--- config.mk ---
export PLATFORM = sky130hd
export DESIGN_NAME = linebuffer_read_scheduler
export DESIGN_NICKNAME = d
export VERILOG_FILES = /design/src/rtl/linebuffer_read_scheduler.sv
export SDC_FILE = /design/constraint.sdc
export NUM_CORES = 1
export LEC_CHECK = 0
export BUFFER_PORTS_ARGS = -buffer_cell sky130_fd_sc_hd__buf_2
export CAP_MARGIN = 5
export CORE_ASPECT_RATIO = 0.9
export CORE_MARGIN = 1
export CORE_UTILIZATION = 57
export CTS_CLUSTER_DIAMETER = 200
export DETAILED_ROUTE_END_ITERATION = 16
export PLACE_DENSITY = 0.85
export SYNTH_ARGS = -nofsm -noshare
export SYNTH_HDL_FRONTEND = slang
export SYNTH_SLANG_ARGS = --single-unit
--- constraint.sdc ---
create_clock -name clock -period 3.25 [get_ports clock]
set_clock_uncertainty 0.05 [all_clocks]
set_input_delay 0.65 -clock clock [delete_from_list [all_inputs] [get_ports clock]]
set_output_delay 0.65 -clock clock [all_outputs]
set_load 0.02 [all_outputs]
--- src/rtl/linebuffer_read_scheduler.sv ---
// linebuffer_read_scheduler: output-side read controller for the video line-buffer RAM.
// Waits for the capture-side start pulse and locks to the next output frame.
// It then issues a registered read address and read enable for every active output pixel.
// Line-doubler mode reads each buffered line on two output lines.
// Ports:
//   clock, reset_n   pixel clock, asynchronous active-low reset
//   start            single-cycle start pulse from the capture side (already synchronous)
//   line_doubler     1 = each buffered line is read on two consecutive output lines
//   counterX/Y       output raster column / line
//   rdaddr, rden     RAM read address and enable (1-cycle latency from the counters)
//   blank            1 = downstream outputs black instead of RAM data
//   locked           scheduler is in ACTIVE
// Optional: define LOCK_TIMEOUT_EN to drop back to IDLE after MAX_MISSED start-less frames.
module linebuffer_read_scheduler #(
  parameter int ADDR_BITS      = 13,
  parameter int LINE_LENGTH    = 640,
  parameter int RAM_NUMWORDS   = 7680,
  parameter int H_ACTIVE_START = 160,
  parameter int H_ACTIVE_END   = 800,
  parameter int V_ACTIVE_START = 45,
  parameter int V_ACTIVE_END   = 525,
  parameter int MAX_MISSED     = 3
) (
  input  logic                 clock,
  input  logic                 reset_n,
  input  logic                 start,
  input  logic                 line_doubler,
  input  logic [11:0]          counterX,
  input  logic [11:0]          counterY,
  output logic [ADDR_BITS-1:0] rdaddr,
  output logic                 rden,
  output logic                 blank,
  output logic                 locked
);
  typedef enum logic [1:0] {IDLE, WAIT_FRAME, ACTIVE} state_t;
  state_t state_q, state_d;
  logic [ADDR_BITS-1:0] base_q, base_d, rdaddr_q, rdaddr_d, base_wrap;
  logic phase_q, phase_d, rden_q, rden_d, blank_q, blank_d, locked_q, locked_d;
  logic fs, v_act, ap, line_end;
`ifdef LOCK_TIMEOUT_EN
  localparam int MW = $clog2(MAX_MISSED + 1);
  logic [MW-1:0] missed_q, missed_d;
  logic start_seen_q, start_seen_d;
`endif
  assign fs       = counterX == 12'd0 && counterY == 12'd0;
  assign v_act    = counterY >= 12'(V_ACTIVE_START) && counterY < 12'(V_ACTIVE_END);
  assign ap       = v_act && counterX >= 12'(H_ACTIVE_START) && counterX < 12'(H_ACTIVE_END);
  assign line_end = v_act && counterX == 12'(H_ACTIVE_END);
  assign base_wrap = (32'(base_q) + LINE_LENGTH >= RAM_NUMWORDS) ? '0 : base_q + ADDR_BITS'(LINE_LENGTH);
  always_comb begin
    // Frame start wins over a line advance; in doubler mode the base only moves after the second read.
    base_d   = fs ? '0 : (line_end && (!line_doubler || phase_q)) ? base_wrap : base_q;
    phase_d  = fs ? 1'b0 : (line_end && line_doubler) ? !phase_q : phase_q;
    rden_d   = state_q == ACTIVE && ap;
    blank_d  = !rden_d;
    rdaddr_d = ap ? base_q + ADDR_BITS'(counterX - 12'(H_ACTIVE_START)) : rdaddr_q;
    locked_d = state_d == ACTIVE;
  end
  always_comb begin
    state_d = state_q;
`ifdef LOCK_TIMEOUT_EN
    missed_d     = missed_q;
    start_seen_d = start_seen_q;
`endif
    case (state_q)
      IDLE: state_d = start ? WAIT_FRAME : IDLE;
      WAIT_FRAME: begin
        state_d = fs ? ACTIVE : WAIT_FRAME;
`ifdef LOCK_TIMEOUT_EN
        missed_d     = fs ? '0 : missed_q;
        start_seen_d = fs ? 1'b0 : start_seen_q;
`endif
      end
      ACTIVE: begin
`ifdef LOCK_TIMEOUT_EN
        // A start coinciding with FS belongs to the frame that is just beginning.
        if (fs) begin
          missed_d     = start_seen_q ? '0 : missed_q + 1'b1;
          start_seen_d = start;
          state_d      = missed_d == MW'(MAX_MISSED) ? IDLE : ACTIVE;
        end else if (start) begin
          start_seen_d = 1'b1;
        end
`endif
      end
      default: state_d = IDLE;
    endcase
  end
  always_ff @(posedge clock or negedge reset_n) begin
    if (!reset_n) begin
      state_q  <= IDLE;
      base_q   <= '0;
      phase_q  <= 1'b0;
      rdaddr_q <= '0;
      rden_q   <= 1'b0;
      blank_q  <= 1'b1;
      locked_q <= 1'b0;
    end else begin
      state_q  <= state_d;
      base_q   <= base_d;
      phase_q  <= phase_d;
      rdaddr_q <= rdaddr_d;
      rden_q   <= rden_d;
      blank_q  <= blank_d;
      locked_q <= locked_d;
    end
  end
`ifdef LOCK_TIMEOUT_EN
  always_ff @(posedge clock or negedge reset_n) begin
    if (!reset_n) begin
      missed_q     <= '0;
      start_seen_q <= 1'b0;
    end else begin
      missed_q     <= missed_d;
      start_seen_q <= start_seen_d;
    end
  end
`endif
  assign rdaddr = rdaddr_q;
  assign rden   = rden_q;
  assign blank  = blank_q;
  assign locked = locked_q;
endmodule

==> impl.org, run 1 <==
** Logic synthesis
- Number of instances in the synthesized netlist :: approximately 190
- Counting flops with a built-in enable in the synthesized netlist gives 0.
- Number of warnings reported in the yosys synthesis log :: 0
- Top cells by area in the synthesized netlist :: dfrtp_1, ha_1, o21ai_0, inv_1, nand2_1
- Top FF cell, synth :: dfrtp_1
- Area of the mapped netlist :: 0.00173 mm2
- Summed over all instances, the cell type with the most area after synthesis is dfrtp_1.
- Average cell area after synthesis :: just over 9 um2
- Seq/Total Area, Yosys :: 0.363
- Number of flip-flops and latches in the synthesized netlist :: 25
- Yosys cell types :: 47
- The share of synthesized area in the top cell type comes to 0.347.
- When the netlist entered floorplanning its net count stood at 230.
- Ys async rst share :: 1.00

** Setup path
- The worst setup path is launched from a register.
- Buffers and inverters on the worst path :: 2
- In this run the critical register-to-register path is launched from base_q[8]$_DFFE_PN0P_.
- Counting cells, the worst reg-to-reg path comes to 9.
- STA classifies the critical path endpoint as a register.
- Data on the critical path arrives at its endpoint at 2500 ps.
- In this run the worst path has a maximum fanout of 5.
- Slack of the worst reg-to-reg path :: 940 ps
- Endpoint of the most critical register-to-register path :: rdaddr[11]$_DFFE_PN0N_
- The signal on the critical path passes through inv_1 -> ha_1 -> inv_1 -> ha_1 -> nor2_1 -> a2111oi_0 -> o21ai_0 -> nor3b_1 -> o31ai_1.
- Slowest cell on crit path :: dfrtp_1
- Longest individual stage delay on the worst path :: around 440 ps
- The worst setup path is of the register to register kind.
- Broken down by cell family, the worst path's largest delay share belongs to compound AO/OA/AOI/OAI gates.
- At the worst endpoint, the required time is 3440 ps.

** Floorplanning
- Die span in x :: 60.1 um
- Row generation in the floorplan step produced 18 rows.
- Core Footprint :: 0.00282 mm2
- For this configuration, the core starts out at a cell density of 0.614.
- 44 I/O pins were placed.
- The floorplan step defined a die boundary enclosing about 0.0033 mm2.
- Die Y :: around 54 um

** Routing
- Post-detailed-route DRC marker count :: 0
- In the final routed layout, each cell accounts on average for 12.7 um.
- Routed wire length :: approximately 3.5 mm
- DR vias/cell :: about 5.7
- Once detail routing completed, the nets flagged for antenna violations numbered 0.
- DRC violation total after the first TritonRoute iteration :: 73
- Before antenna repair, the detailed router went through 4 iterations.
- Via total after detailed routing :: 1557

** Place
- Number of port buffers :: 43
- Once detailed placement completed, the half-perimeter wirelength came to 2.85 mm.
- Summing all placed instances gives a cell area of 0.00199 mm2.
- Gpl congestion :: 0.832

** Clock network
- Clock latency on the worst-skew pair, taken at its later pin, is 320 ps.
- Clock buffer depth :: 2
- # resized after CTS :: 0
- Counting the buffers created by CTS gives 3.
- Root Buffer :: clkbuf_4
- CTS built an H-tree with a depth of 1.
- Post-CTS timing repair inserted 0 buffers for setup.
- Sink count of the clock tree :: 25
- TritonCTS built the clock tree.
- CTS Hold Buffers Added :: 0
- Clock transition at the register clock pins on the worst setup and hold paths after CTS :: around 150 ps

** Cells and area
- Compared with the post-synthesis result, the final layout area differs by 17.0%.
- Nets@finish :: 277
- Finished Cell Area :: 0.00202 mm2
- The number of antenna diodes in the final layout is 0.
- Of the cells placed in the final design, the portion with a size suffix greater than 1 is 0.279.
- Util after Layout :: 0.719

** Power
- Combinational share of power :: 0.311
- Dividing total power by cell area gives a power density of 373 mW/mm2.
- Overall power consumption after layout is estimated at about 750 uW.
- The worst-case IR drop observed on VDD is roughly 0.23 mV.
- Cell internal power was estimated by the tool at 490 uW.
- For this design the static power due to leakage is 0.987 nW.
- Summed over all nets, the switching power comes to 264 uW.
- Of the total power, the clock network draws 0.195.
- Of the total power, the share spent switching nets is 0.350.
- Sequential share of power :: 0.494

** STA
- Final hold vios :: 0
- Summed negative setup slack over all endpoints :: 0 ps
- Tightest Pin Transition :: 804 ps
- Counting I/O delays and the setup requirement, the final critical path takes approximately 2300 ps.
- In this run the tightest slew margin relative to its limit is 0.459.
- Unrepaired setup endpoints after global routing :: false
- Slew Viols, Final :: 0
- Final Cycle Share :: 0.711
- Number of endpoints failing setup at the final stage :: 0
- Highest attainable clock frequency :: 0.433 GHz

** GRT
- The number of global-route vias before repair is 1402.
- Entering global routing, the biggest net connects 26 pins.
- Overflow left after global routing :: 0
- Initial antenna violation count :: 0
- Across every metal layer, demand over resource in global routing totals 0.249.
- First-pass GRT wire length :: 6.09 mm

** Run
- Number of max-cap violations :: 0

** Min path
- The worst hold path belongs to the class input port to asynchronous set/reset pin.

** Run status
- The flow ran to the end, and the final reports show no timing, DRC or antenna violations.
Yosys cell counts (3+ instances only):
master	count
nand2_1	21
ha_1	15
inv_1	21
nor2_1	7
xnor2_1	6
a21oi_1	10
nor4_1	4
nand2b_1	3
mux2_2	3
nand3_1	4
nand4_1	3
dfrtp_1	24
xor2_1	4
o21ai_0	19
layout by cell type, fill, tap and decap left out, types with 2 or more instances in the layout:
cell,instances
nand4_1,3
xnor2_1,6
nand2b_1,3
a41oi_1,2
inv_1,21
nor4_4,2
o211ai_1,2
nand3b_1,2
nand3_1,4
a21oi_1,10
a211oi_1,2
and3_2,2
nor3_1,2
ha_1,15
mux2_2,3
and3_1,2
buf_2,43
clkbuf_4,3
o21ai_0,19
nand2_1,21
nor4_2,2
nor4_1,4
o31ai_1,2
nor2_1,7
xor2_1,4
dfrtp_1,24
per-stage QoR:
step	setup WS, ps	hold slack (ps)	cells
5_1_grt	687	255	273
3_3_place_gp	716	383	269
2_1_floorplan	1040	304	187
3_5_place_dp	605	391	269
4_1_cts	921	248	273
6_report	940	234	273
worst max-delay path by stage:
stage | startpoint | endpoint | slack (ps) | cells after the start
floorplan | counterX[7] | rdaddr[11]$_DFFE_PN0N_ | 1040 | 7
global placement | counterX[7] | rdaddr[11]$_DFFE_PN0N_ | 720 | 8
detailed placement | counterX[8] | rdaddr[11]$_DFFE_PN0N_ | 600 | 10
CTS | base_q[8]$_DFFE_PN0P_ | rdaddr[11]$_DFFE_PN0N_ | 920 | 9
global route | base_q[8]$_DFFE_PN0P_ | rdaddr[11]$_DFFE_PN0N_ | 690 | 9
finish | base_q[8]$_DFFE_PN0P_ | rdaddr[11]$_DFFE_PN0N_ | 940 | 9
power groups by stage:
stage | clock network [mW] | logic [mW] | registers [mW]
finish | 0.147 | 0.234 | 0.373
global route | 0.165 | 0.263 | 0.380
CTS | 0.153 | 0.235 | 0.374
detailed placement | 0 | 0.235 | 0.380
global placement | 0 | 0.228 | 0.378
floorplan | 0 | 0.0843 | 0.434
per-layer routing:
metal / share of wire / routed length (um) / track usage / vias to the layer above
met5: 0 / 0 / 0 / -
met4: 0.0089 / 31 / 0.0426 / 0
met3: 0.059 / 206 / 0.0520 / 4
met2: 0.46 / 1610 / 0.428 / 52
met1: 0.47 / 1630 / 0.331 / 727
li1: - / - / - / 774
registers in the layout, indices dropped and copies added (netlist names):
| name | count |
|---|---|
| phase_q | 1 |
| rden | 1 |
| locked | 1 |
| rdaddr | 13 |
| blank | 1 |
| state_q | 2 |
| base_q | 6 |
final cells by class:
| cell class | count | area, um2 |
|---|---|---|
| fill | 223 | 792 |
| multi-input combinational | 139 | 1010 |
| inverter | 21 | 78.8 |
| timing repair buffer | 44 | 223 |
| clock inverter | 1 | 7.51 |
| tap | 40 | 50.0 |
| sequential | 25 | 627 |
| clock buffer | 3 | 22.5 |
cells by family after synthesis:
family	Yosys count	synth area share
adder cells (fa/ha/maj)	15	0.109
buffers and inverters	23	0.0506
flip-flops	25	0.363
multiplexers	3	0.0195
XOR/XNOR	10	0.0506
AND/OR/NAND/NOR	60	0.210
other	1	0.00217
AO/OA/AOI/OAI	50	0.196
Note: power is estimated with default switching activity, not from simulation.
==> run 2, diff against run 1 <==
CORE_UTILIZATION = 48   (was 57)
PLACE_DENSITY = 0.76   (was 0.85)
clock period = 1.9 ns   (was 3.25 ns; I/O delays follow)
==> impl.org, run 2 (synthesis gave the netlist of run 1 again) <==
** Run status
- Result of the run :: finished, violations left
- Violations in the final reports :: negative setup slack

** Setup path
- Required time at the endpoint of the critical path :: about 2000 ps
- Worst reg2reg path startpoint :: base_q[7]$_DFFE_PN0P_
- Setup slack on the worst reg-to-reg path comes out at -100 ps.
- Endpoint of the most critical register-to-register path :: rdaddr[11]$_DFFE_PN0N_
- Of all nets on the critical path, the largest fanout is 3.
- The worst setup path is launched from a register.
- The critical path is of the register to register type.
- Data on the critical path arrives at its endpoint at 2110 ps.
- The worst setup path is captured at a register.
- Number of cell instances on the worst register-to-register path :: 7

** STA
- In the finished design, the share of the clock period the worst path needs comes to 1.05.
- Highest attainable clock frequency :: 0.500 GHz
- The final number of hold-violating endpoints came to 0.
- Headroom to the max-slew limit came out at 0.598.
- For the finished layout, the period the worst path requires is 2000 ps.
- In the post-route analysis, the smallest setup slack over all paths is -98.8 ps.
- Setup repair after global routing could not meet its margin everywhere.
- Number of endpoints failing setup at the final stage :: 2
- Slew Viols, Final :: 0
- In the final timing run, aggregate negative setup slack is -128 ps.
- Tightest Pin Transition :: 604 ps

** Routing
- 1st-pass router iterations :: 4
- The detail route stage leaves a number of antenna-violating nets equal to 0.
- DRC violation total after the first TritonRoute iteration :: 124
- In the final routed layout, each cell accounts on average for 16.4 um.
- Using the TritonRoute via totals, the vias-per-cell ratio works out to 5.65.
- The final layout contains routed wiring with a total length of 5.27 mm.
- Via total after detailed routing :: ~1800
- Post-detailed-route DRC marker count :: 0

** Min path
- Classification of the worst-slack hold path :: input port to asynchronous set/reset pin

** Run
- Number of max-cap violations :: 0

** Floorplanning
- In this run the standard cell core region covers ~0.0034 mm2.
- Number of top-level pins :: 44
- Measured along the x axis, the die boundary spans 65.3 um.
- The die covers between 0.003 and 0.004 mm2.
- Starting density of the core :: 0.508
- In this run the vertical extent of the chip is 58.9 um.
- Num rows :: 20

** Clock network
- The clock net in this run drives a total of 25 sinks.
- Clock buffer depth :: 2
- In this run the clock root is driven by a clkbuf_8.
- For this design, the CTS-stage hold fixing added 0 buffers.
- TritonCTS clock tree :: built
- The number of clock buffers added by TritonCTS is 3.
- For the worst-skew pair, the clock arrives at the later sink with an insertion delay of approximately 280 ps.
- After clock tree synthesis, the clock-pin slew on the worst setup and hold paths is around 100 ps.
- H-tree level count :: 1

** Place
- After detailed placement, the design holds a cell count of 312.
- Gpl congestion :: 0.917
- DP Wirelength :: 3.37 mm
- Buffers placed on the I/O ports in this run total 43.
- Setup slack at placement :: -339 ps

** Power
- Dividing total power by cell area gives a power density of 580 mW/mm2.
- The analysis attributes to cell leakage a power of 1.22 nW.
- PnR Total Power :: ~1.5 mW
- VDD sags by at most 0.490 mV.

** GRT
- Via count of the first global-routing pass :: 1679
- The first global-routing pass estimated 7.87 mm of wire.
- Pin count of the biggest net entering global routing :: 26
- In the global route stage, overall resource usage came out at 0.268.
- The number of antenna violations at the first check in global routing is 0.
- Overflow left after global routing :: 0

** Cells and area
- 0 antenna diodes ended up in the layout.
- The register with the most flip-flops in the layout has 13 of them.
- Synthesis-to-layout area growth :: 50.3%
- Most frequent cells in the layout :: buf_2, buf_4, dfrtp_1, nand2_1, inv_1
- Once layout is complete, the cells apart from fillers number 321.
- # fillers :: 245
- Share of cells above drive strength 1 :: 0.498
- The net count of the finished layout is around 320.
[run 2: cell types whose count changed in the layout (fill, tap and decap cells not counted), sizes merged]
cell	delta
buf	+44
[run 2: power by group]
group | internal [mW] | total [mW] | switching (mW)
sequential | 0.604 | 0.639 | 0.0343
clock | 0.150 | 0.352 | 0.202
combinational | 0.221 | 0.517 | 0.296
[run 2: layer usage]
layer	wire (um)	track usage	part of all wire	vias to the layer above
li1	-	-	-	854
met4	151	0.0652	0.029	0
met3	207	0.0504	0.039	17
met1	2120	0.324	0.40	882
met2	2790	0.490	0.53	61
met5	0	0	0	-
[run 2: area by class of cell]
type | instances | area [um2] | area share
inverters | 21 | 78.8 | 0.0303
repair buffers | 88 | 561 | 0.216
flip-flops and latches | 25 | 627 | 0.241
clock buffers | 3 | 41.3 | 0.0159
well taps | 44 | 55.1 | 0.0212
multi-input cells | 139 | 1230 | 0.473
clock inverters | 1 | 7.51 | 0.00289
[run 2: worst max-delay path by stage]
stage,from,endpoint,slack [ps],cells past startpoint
after global placement,counterX[8],rdaddr[11]$_DFFE_PN0N_,-230,10
after CTS,base_q[7]$_DFFE_PN0P_,rdaddr[11]$_DFFE_PN0N_,-90,7
final,base_q[7]$_DFFE_PN0P_,rdaddr[11]$_DFFE_PN0N_,-100,7
after detailed placement,counterX[8],rdaddr[11]$_DFFE_PN0N_,-340,10
after global routing,base_q[9]$_DFFE_PN0P_,rdaddr[11]$_DFFE_PN0N_,-150,9
after floorplan,base_q[7]$_DFFE_PN0P_,rdaddr[11]$_DFFE_PN0N_,-40,7
[run 2: what timing repair did]
action	in CTS	in global routing
setup buffers	2	3
setup endpoints to repair	5	10
gates resized for setup	15	27
pin swaps	6	15
gates cloned	0	0
[run 2: per-stage QoR]
stage / util / hold slack, ps / instance area [um2]
6_report: 0.764 / 36.8 / 2600
3_3_place_gp: 0.682 / 354 / 2320
4_1_cts: 0.718 / 60.4 / 2440
5_1_grt: 0.764 / 75.7 / 2600
3_5_place_dp: 0.682 / 367 / 2320
2_1_floorplan: - / 34.4 / 1760
[run 2: worst max-delay path, cell delays in order, from the launching register on]
cell       delay (ps)
dfrtp_1           440
ha_4              300
ha_4              220
nor3_4            280
a2111oi_4          90
o21ai_2           160
nor3b_1           240
o31ai_1            90
